<file path="src/rtl/prog_loader.sv">
// Program loader: receives a length-prefixed byte stream, assembles 32-bit words,
// writes them into instruction memory and holds the CPU in reset until loading is done.
module prog_loader #(
    parameter int ADDR_W   = 10,
    parameter int RST_HOLD = 2
) (
    input  logic              clk,
    input  logic              rst,
    input  logic              start,
    input  logic              in_valid,
    input  logic [7:0]        in_data,
    output logic              in_ready,
    output logic              imem_we,
    output logic [ADDR_W-1:0] imem_addr,
    output logic [31:0]       imem_wdata,
    output logic              cpu_rst,
    output logic              done,
    output logic              err
);

    typedef enum logic [2:0] {IDLE, HDR, LOAD, HOLD, DONE, ERR} state_t;

    localparam int unsigned DEPTH     = 2 ** ADDR_W;
    localparam int unsigned HOLD_LAST = (RST_HOLD > 1) ? RST_HOLD - 1 : 0;

    state_t              state_r, state_s;
    logic [1:0]          byte_cnt_r, byte_cnt_s;
    logic [23:0]         asm_r, asm_s;
    logic [7:0]          n_hi_r, n_hi_s;
    logic [ADDR_W-1:0]   n_last_r, n_last_s;
    logic [ADDR_W-1:0]   widx_r, widx_s;
    logic [15:0]         hold_cnt_r, hold_cnt_s;
    logic                in_ready_r, in_ready_s;
    logic                we_r, we_s;
    logic [ADDR_W-1:0]   addr_r, addr_s;
    logic [31:0]         wdata_r, wdata_s;
    logic                cpu_rst_r, cpu_rst_s;
    logic                done_r, done_s;
    logic                err_r, err_s;
    logic                xfer_s;
    logic [15:0]         n_full_s;

    assign xfer_s   = in_valid && in_ready_r;
    assign n_full_s = {n_hi_r, in_data};

    // Next-state and next-output logic; outputs are derived from the next state so they register cleanly.
    always_comb begin
        state_s    = state_r;
        byte_cnt_s = byte_cnt_r;
        asm_s      = asm_r;
        n_hi_s     = n_hi_r;
        n_last_s   = n_last_r;
        widx_s     = widx_r;
        hold_cnt_s = hold_cnt_r;
        we_s       = 1'b0;
        addr_s     = addr_r;
        wdata_s    = wdata_r;
        case (state_r)
            IDLE, DONE, ERR: begin
                if (start) begin
                    state_s    = HDR;
                    byte_cnt_s = 2'd0;
                    widx_s     = '0;
                end else begin
                    state_s = state_r;
                end
            end
            HDR: begin
                if (xfer_s && (byte_cnt_r == 2'd0)) begin
                    n_hi_s     = in_data;
                    byte_cnt_s = 2'd1;
                end else if (xfer_s) begin
                    byte_cnt_s = 2'd0;
                    hold_cnt_s = 16'd0;
                    if (n_full_s == 16'd0) begin
                        state_s = HOLD;
                    end else if (32'(n_full_s) > DEPTH) begin
                        state_s = ERR;
                    end else begin
                        state_s  = LOAD;
                        // N == DEPTH truncates to 0 here and the subtraction wraps to DEPTH-1.
                        n_last_s = n_full_s[ADDR_W-1:0] - ADDR_W'(1);
                    end
                end else begin
                    state_s = HDR;
                end
            end
            LOAD: begin
                if (xfer_s) begin
                    asm_s      = {asm_r[15:0], in_data};
                    byte_cnt_s = byte_cnt_r + 2'd1;
                    if (byte_cnt_r == 2'd3) begin
                        we_s    = 1'b1;
                        addr_s  = widx_r;
                        wdata_s = {asm_r, in_data};
                        if (widx_r == n_last_r) begin
                            state_s    = HOLD;
                            hold_cnt_s = 16'd0;
                        end else begin
                            widx_s = widx_r + ADDR_W'(1);
                        end
                    end else begin
                        we_s = 1'b0;
                    end
                end else begin
                    state_s = LOAD;
                end
            end
            HOLD: begin
                if (hold_cnt_r == 16'(HOLD_LAST)) begin
                    state_s = DONE;
                end else begin
                    hold_cnt_s = hold_cnt_r + 16'd1;
                end
            end
            default: begin
                state_s = IDLE;
            end
        endcase
        in_ready_s = (state_s == HDR) || ((state_s == LOAD) && !we_s);
        cpu_rst_s  = (state_s != DONE);
        done_s     = (state_s == DONE);
        err_s      = (state_s == ERR);
    end

    // State, datapath and output registers.
    always_ff @(posedge clk or posedge rst) begin
        if (rst) begin
            state_r    <= IDLE;
            byte_cnt_r <= 2'd0;
            asm_r      <= 24'd0;
            n_hi_r     <= 8'd0;
            n_last_r   <= '0;
            widx_r     <= '0;
            hold_cnt_r <= 16'd0;
            in_ready_r <= 1'b0;
            we_r       <= 1'b0;
            addr_r     <= '0;
            wdata_r    <= 32'd0;
            cpu_rst_r  <= 1'b1;
            done_r     <= 1'b0;
            err_r      <= 1'b0;
        end else begin
            state_r    <= state_s;
            byte_cnt_r <= byte_cnt_s;
            asm_r      <= asm_s;
            n_hi_r     <= n_hi_s;
            n_last_r   <= n_last_s;
            widx_r     <= widx_s;
            hold_cnt_r <= hold_cnt_s;
            in_ready_r <= in_ready_s;
            we_r       <= we_s;
            addr_r     <= addr_s;
            wdata_r    <= wdata_s;
            cpu_rst_r  <= cpu_rst_s;
            done_r     <= done_s;
            err_r      <= err_s;
        end
    end

    assign in_ready   = in_ready_r;
    assign imem_we    = we_r;
    assign imem_addr  = addr_r;
    assign imem_wdata = wdata_r;
    assign cpu_rst    = cpu_rst_r;
    assign done       = done_r;
    assign err        = err_r;

endmodule

</file>
<file path="config.mk">
export PLATFORM = sky130hd
export DESIGN_NAME = prog_loader
export DESIGN_NICKNAME = d
export VERILOG_FILES = /design/src/rtl/prog_loader.sv
export SDC_FILE = /design/constraint.sdc
export NUM_CORES = 1
export LEC_CHECK = 0
export ABC_CLOCK_PERIOD_IN_PS = 7800
export CORE_MARGIN = 2
export CORE_UTILIZATION = 40
export DETAILED_ROUTE_END_ITERATION = 6
export PLACE_DENSITY = 0.67
export REMOVE_ABC_BUFFERS = 1
export SLEW_MARGIN = 20
export SYNTH_ARGS = -nofsm -noshare
export SYNTH_HDL_FRONTEND = slang
export SYNTH_SLANG_ARGS = --single-unit
</file>
<file path="constraint.sdc">
create_clock -name clk -period 7.8 [get_ports clk]
set_input_delay 2.34 -clock clk [delete_from_list [all_inputs] [get_ports clk]]
set_output_delay 2.34 -clock clk [all_outputs]
set_load 0.02 [all_outputs]
</file>
# Word-level counts from Yosys, hierarchy flattened
# Index checks and enable logic that the tools add are counted.
[totals] output_inout_bits=47 reg_bits=120 wordCells=93 input_bits=12
[classes] reduce_logical=19 order_cmp=1 bitwise=3 eq_ne=22 n_mux=30 add_sub_neg=4
[ops] op="$mux 16" count=6
[ops] op="$pmux 16 s3" count=1
[ops] op="$mux 10" count=4
[ops] op="$mux 3" count=9
[ops] op="$pmux 10 s2" count=1
[ops] op="$add 16x1->16 const B" count=1
[ops] op="$eq 16x1->1 const B" count=1
[ops] op="$gt 16x11->1 const B" count=1
[ops] op="$logic_not 16->1" count=1
[ops] op="$ne 2x2->1 const B" count=8
[ops] op="$eq 3x3->1 const B" count=4
[ops] op="$pmux 3 s4" count=1
[ops] op="$add 10x1->10 const B" count=1
[ops] op="$eq 10x10->1" count=1
[ops] op="$reduce_and 5->1" count=2
[ops] op="$sub 10x1->10 const B" count=1
[ops] op="$eq 3x2->1 const B" count=3
[ops] op="$mux 2" count=4
[ops] op="$reduce_and 7->1" count=1
[ops] op="$eq 3x1->1 const B" count=2
[ops] op="$ne 3x3->1 const B" count=2
[ops] op="$pmux 2 s3" count=1
[ops] op="$reduce_bool 3->1" count=2
[ops] op="$reduce_and 2->1" count=2
[ops] op="other kinds (13)" count=19

# Logic depth before layout (Yosys ltp)
[logic_depth] depth_word=9 mapped_depth=9 mapped_depth_nobuf=8

# Worst setup path before layout
# Ideal clock, no wire load.
[synth_timing] path_type="input port to flip-flop" startpoint="input port in_data[0]" endpoint="register in_ready_r, in the netlist in_ready" setup_time_ps=74 stages=8 t_required_ps=7726 t_arrival_ps=3901 setup_slack_ps=3825 n_path_buf=0 path_cell_list="inv_1 -> ha_1 -> nor3b_1 -> a31oi_2 -> nor4_4 -> o221ai_2 -> or3_1 -> a21oi_2"
[synth_between] elab_chain_cells=9 elab_cells_between_ends=11 cone_classes="order compare: 1; eq/ne: 2; mux: 5; reduce/logical: 3"
[synth_lines] item="from (decl)" line_no="11" source="input logic [7:0] in_data,"
[synth_lines] item="$gt 16x11->1" line_no="77" source="end else if (32'(n_full_s) > DEPTH) begin"
[synth_lines] item="$mux 3" line_no="77"
[synth_lines] item="$mux 3 (*)" line_no="75" source="if (n_full_s == 16'd0) begin"
[synth_lines] item="$mux 3 (*)" line_no="72" source="end else if (xfer_s) begin"
[synth_lines] item="$mux 3 (*)" line_no="69" source="if (xfer_s && (byte_cnt_r == 2'd0)) begin"
[synth_lines] item="$pmux 3 s4 (*)" line_no="58" source="case (state_r)"
[synth_lines] item="via state_s[0]" line_no="26" source="state_t state_r, state_s;"
[synth_lines] item="$eq 3x2->1" line_no="120" source="in_ready_s = (state_s == HDR) || ((state_s == LOAD) && !we_s);"
[synth_lines] item="$logic_and 1x1->1" line_no="120"
[synth_lines] item="$logic_or 1x1->1 (*)" line_no="120"
[synth_lines] item="via in_ready_s" line_no="33" source="logic in_ready_r, in_ready_s;"
[synth_lines] item="to (signal assigned)" line_no="151" source="in_ready_r <= in_ready_s;"
[synth_lines] item="to (decl)" line_no="33"
# Mark *: on every way through the listed nets, which the timed path passes. The rest lies on a longest branch.
# A chain may end at the register's enable or synchronous reset.

# Worst setup path after layout
[layout_timing] startpoint="input port in_data[0]" endpoint="register n_last_r[4]"
[layout_between] elab_chain_cells=3 elab_cells_between_ends=6 cone_classes="add/sub: 1; order compare: 1; bitwise: 2; reduce/logical: 2"
[layout_lines] item="$gt 16x11->1 or $logic_not 16->1 (tied branches)" line_no="77, 75"
[layout_lines] item="$not 1->1 (no source line)"
[layout_lines] item="$reduce_and 5->1 (no source line)"
[layout_lines] item="to (signal assigned)" line_no="148" source="n_last_r <= n_last_s;"
[layout_lines] item="to (decl)" line_no="30" source="logic [ADDR_W-1:0] n_last_r, n_last_s;"
# Several ways; a longest one is shown, not always the timed one.

==> flow_metrics.tcl <==
set metrics [dict create \
    clock_sinks 120 \
    avgRoutedWirePerCell_um 14.84 \
    synthArstFlopShare_pct 100.0 \
    ys.flop_type "dfrtp_1" \
    wl_met2_mm 5.257 \
    dp_hpwl_mm 7.223 \
    p_leak_nw 3.112 \
    max-vdd-ir-drop_v 0.0001186 \
    grt_first_pass_wirelength_mm 18.31 \
    synth_compound_area_share_pct 7.669 \
    synth_top_area_share_pct 55.65 \
    die-width_um 119.7 \
    p_comb_share_pct 17.2 \
    initialDrtViolationCount 102 \
    period_share_pct 57.66 \
    hold_viol 0 \
    synth-simple-area-share_pct 12.27 \
    rsz0062_at_grt "no" \
    wl_met3_um 609 \
    clock_latency_ns 0.42 \
    cts.clk_slew.worst_paths_ns 0.05 \
    cts_tree "done" \
    worst_pin_slew_ns 0.9500 \
    hold_depth 1 \
    dr.pass1.iters 4 \
    p_sw_share_pct 28.27 \
    cts-root-buf "clkbuf_16" \
    ctsResizeCount 0 \
    vias_per_cell 5.162 \
    dr_total_vias 3665 \
    relSlewSlack_pct 36.43 \
    antenna-diode-count 0 \
    wl_met1_mm 4.514 \
    htreeDepth 4 \
    grtUsageTotal_pct 16.14 \
    areaGrowthSynthToFinish_pct 26.21 \
    grt_pass1_vias 3812 \
    fin_crit_ns 4.498 \
    internal_power_mw 1.405 \
    core_um2 13140 \
    cts_made_buffers 17 \
    setup_ws_ns 3.302 \
    drv_slew 0 \
    synthTopCellsByArea "dfrtp_1, mux2_2, nand2_1, xor2_1, o21ai_0" \
    setup_viol 0 \
    port_buffers 58 \
    antenna_found_initial 0 \
    status "finished, final reports clean" \
    routed_wl_mm 10.53 \
    drc 0 \
    synth_top_family_by_area "multiplexers" \
    worst_ep_required_time_ns 8.06 \
    highest_layer "met4" \
    seqPwrFrac_pct 40.9 \
    synth_mux_area_share_pct 15.74 \
    start_kind "primary input" \
    grt_overflow 0 \
    endpoint_kind "flip-flop" \
    worstPathMaxFanout 20 \
    finClkSkew_ns 0.01145 \
    start_util_pct 40.73 \
    rows 42 \
    max_freq_mhz 222.3 \
    critPathArrivalTime_ns 4.76 \
    synth_edf_count 0 \
    io_pins 59 \
    yosysSeqAreaShare_pct 56.14 \
    ctsHoldBuffers 0 \
    layout-drive-gt1-share_pct 21.72 \
    cellPowerDensity_nw_per_um2 290.0 \
    hold_class "reg -> reg" \
    ys_types 48 \
    reg2regPathDepth 6 \
    cts_setup_buffers 0 \
    ys_ff_latch 120 \
    synth_area_per_cell_um2 11.71 \
    ys_warn_count 0 \
    place_ws_ns 2.794 \
    synth_area_leader_cell "dfrtp_1" \
    fin_nets 540 \
    p_sw_mw 0.5536 \
    fin_tns_setup_ns 0 \
    synth_fa_ha_area_share_pct 1.403 \
    gp_congestion 0.8575 \
    path_class "in -> reg" \
    grt_max_degree 70 \
    ant_nets 0 \
    syn_area_um2 5351 \
    pwr-share-clk_pct 41.9 \
    syn_inst 457 \
    synth_xor_area_share_pct 4.583 \
    die_h_um 119.7 \
    clockBufferDepth 2 \
    dieArea_um2 14320 \
    maxCapViolCount 0 \
]
kinds of logic (layout without fill, tap and decap cells):
group                      Yosys count  in the layout
buffers and inverters               30            107
and+or+nand+nor                    132            132
DFF                                120            120
muxes                               75             75
adders and majority gates            6              6
AOI/OAI and AO/OA                   66             66
xor gates and xnor gates            28             28
synthesized netlist by cell type, drive strengths merged (2+ instances only):
library cell	number
nand3	15
dfrtp	119
mux2	73
inv	16
a22oi	2
and2	5
a21o	2
nand2	40
nor4	8
a211oi	2
xor2	16
nor2b	3
nor2	33
mux2i	2
nand2b	3
nor3b	2
clkbuf	8
xnor2	12
o31ai	3
o21ai	26
and3	3
nand4	4
nor3	9
ha	6
buf	6
a31oi	10
a21boi	2
a21oi	13
cell usage in the layout, fill, tap and decap left out, types with 3 or more instances in the layout:
master / n
dfrtp_1: 119
xor2_1: 16
clkinvlp_4: 4
and3_1: 3
o21ai_0: 25
nand2_1: 39
nor3_1: 8
o31ai_1: 3
clkdlybuf4s50_1: 58
nand2b_1: 3
nor4_1: 6
ha_1: 6
a31oi_1: 9
nor2b_1: 3
bufinv_16: 4
mux2_2: 73
and2_1: 4
xnor2_1: 12
nand4_1: 4
nand3_1: 15
nor2_1: 33
clkbuf_16: 17
a21oi_1: 12
inv_1: 15
per-layer routing:
| layer | vias up | track usage (%) |
|---|---|---|
| li1 | 1746 | - |
| met1 | 1816 | 19.06 |
| met2 | 85 | 26.32 |
| met3 | 18 | 6.131 |
| met4 | 0 | 7.059 |
| met5 | - | 0 |
power groups by stage:
stage                     sequential [mW]  clock (mW)  combinational (mW)
after detailed placement            0.811           0               0.339
final                               0.802       0.820               0.337
after floorplan                     0.792           0               0.249
after global routing                0.816       0.866               0.382
after global placement              0.806           0               0.325
after CTS                           0.801       0.839               0.340
worst max-delay path: stages:
cell and delay (ns):
clkdlybuf4s50_1 0.52, inv_1 0.10, ha_1 0.26, nor3b_1 0.32, a31oi_2 0.18, nor4_4 0.27
nand3_1 0.45, nand2_1 0.20, o21ai_0 0.11
final timing paths:
kind / startpoint / to / slack, ns
max: in_data[0] / n_last_r[4] / 3.30
min: asm_r[19] / imem_wdata[27] / 0.50
max reg2reg: widx_r[4] / hold_cnt_r[7] / 5.04
max in group asynchronous: rst / n_hi_r[2] / 4.18
min in group asynchronous: rst / imem_we / 2.46
min reg2reg: asm_r[19] / imem_wdata[27] / 0.50
flip-flops by register name, summed over array words and instances (netlist names), 3 cells and up:
name and cells:
asm_r 24, hold_cnt_r 16, imem_addr 10, imem_wdata 32, n_hi_r 8, n_last_r 10
state_r 3, widx_r 10
final cells by class:
class / count / area (µm²)
Clock buffer: 20 / 456.7
Clock inverter: 11 / 172.7
Inverter: 16 / 62.56
Fill cell: 1227 / 6384
Tap cell: 176 / 220.2
Multi-Input combinational cell: 307 / 2242
Sequential cell: 120 / 3004
Timing Repair Buffer: 60 / 595.6
stage by stage:
step	hold slack [ns]	power, mW	utilization [%]	instances	cell area (µm²)
3_5_place_dp	0.4931	1.150	46.58	679	6120
3_3_place_gp	0.4838	1.131	46.58	679	6120
5_1_grt	0.5138	2.064	51.41	710	6754
6_report	0.5018	1.959	51.41	710	6754
2_1_floorplan	0.4495	1.042	-	443	5294
4_1_cts	0.5015	1.980	51.37	710	6749
(Power assumes the default switching activity.)
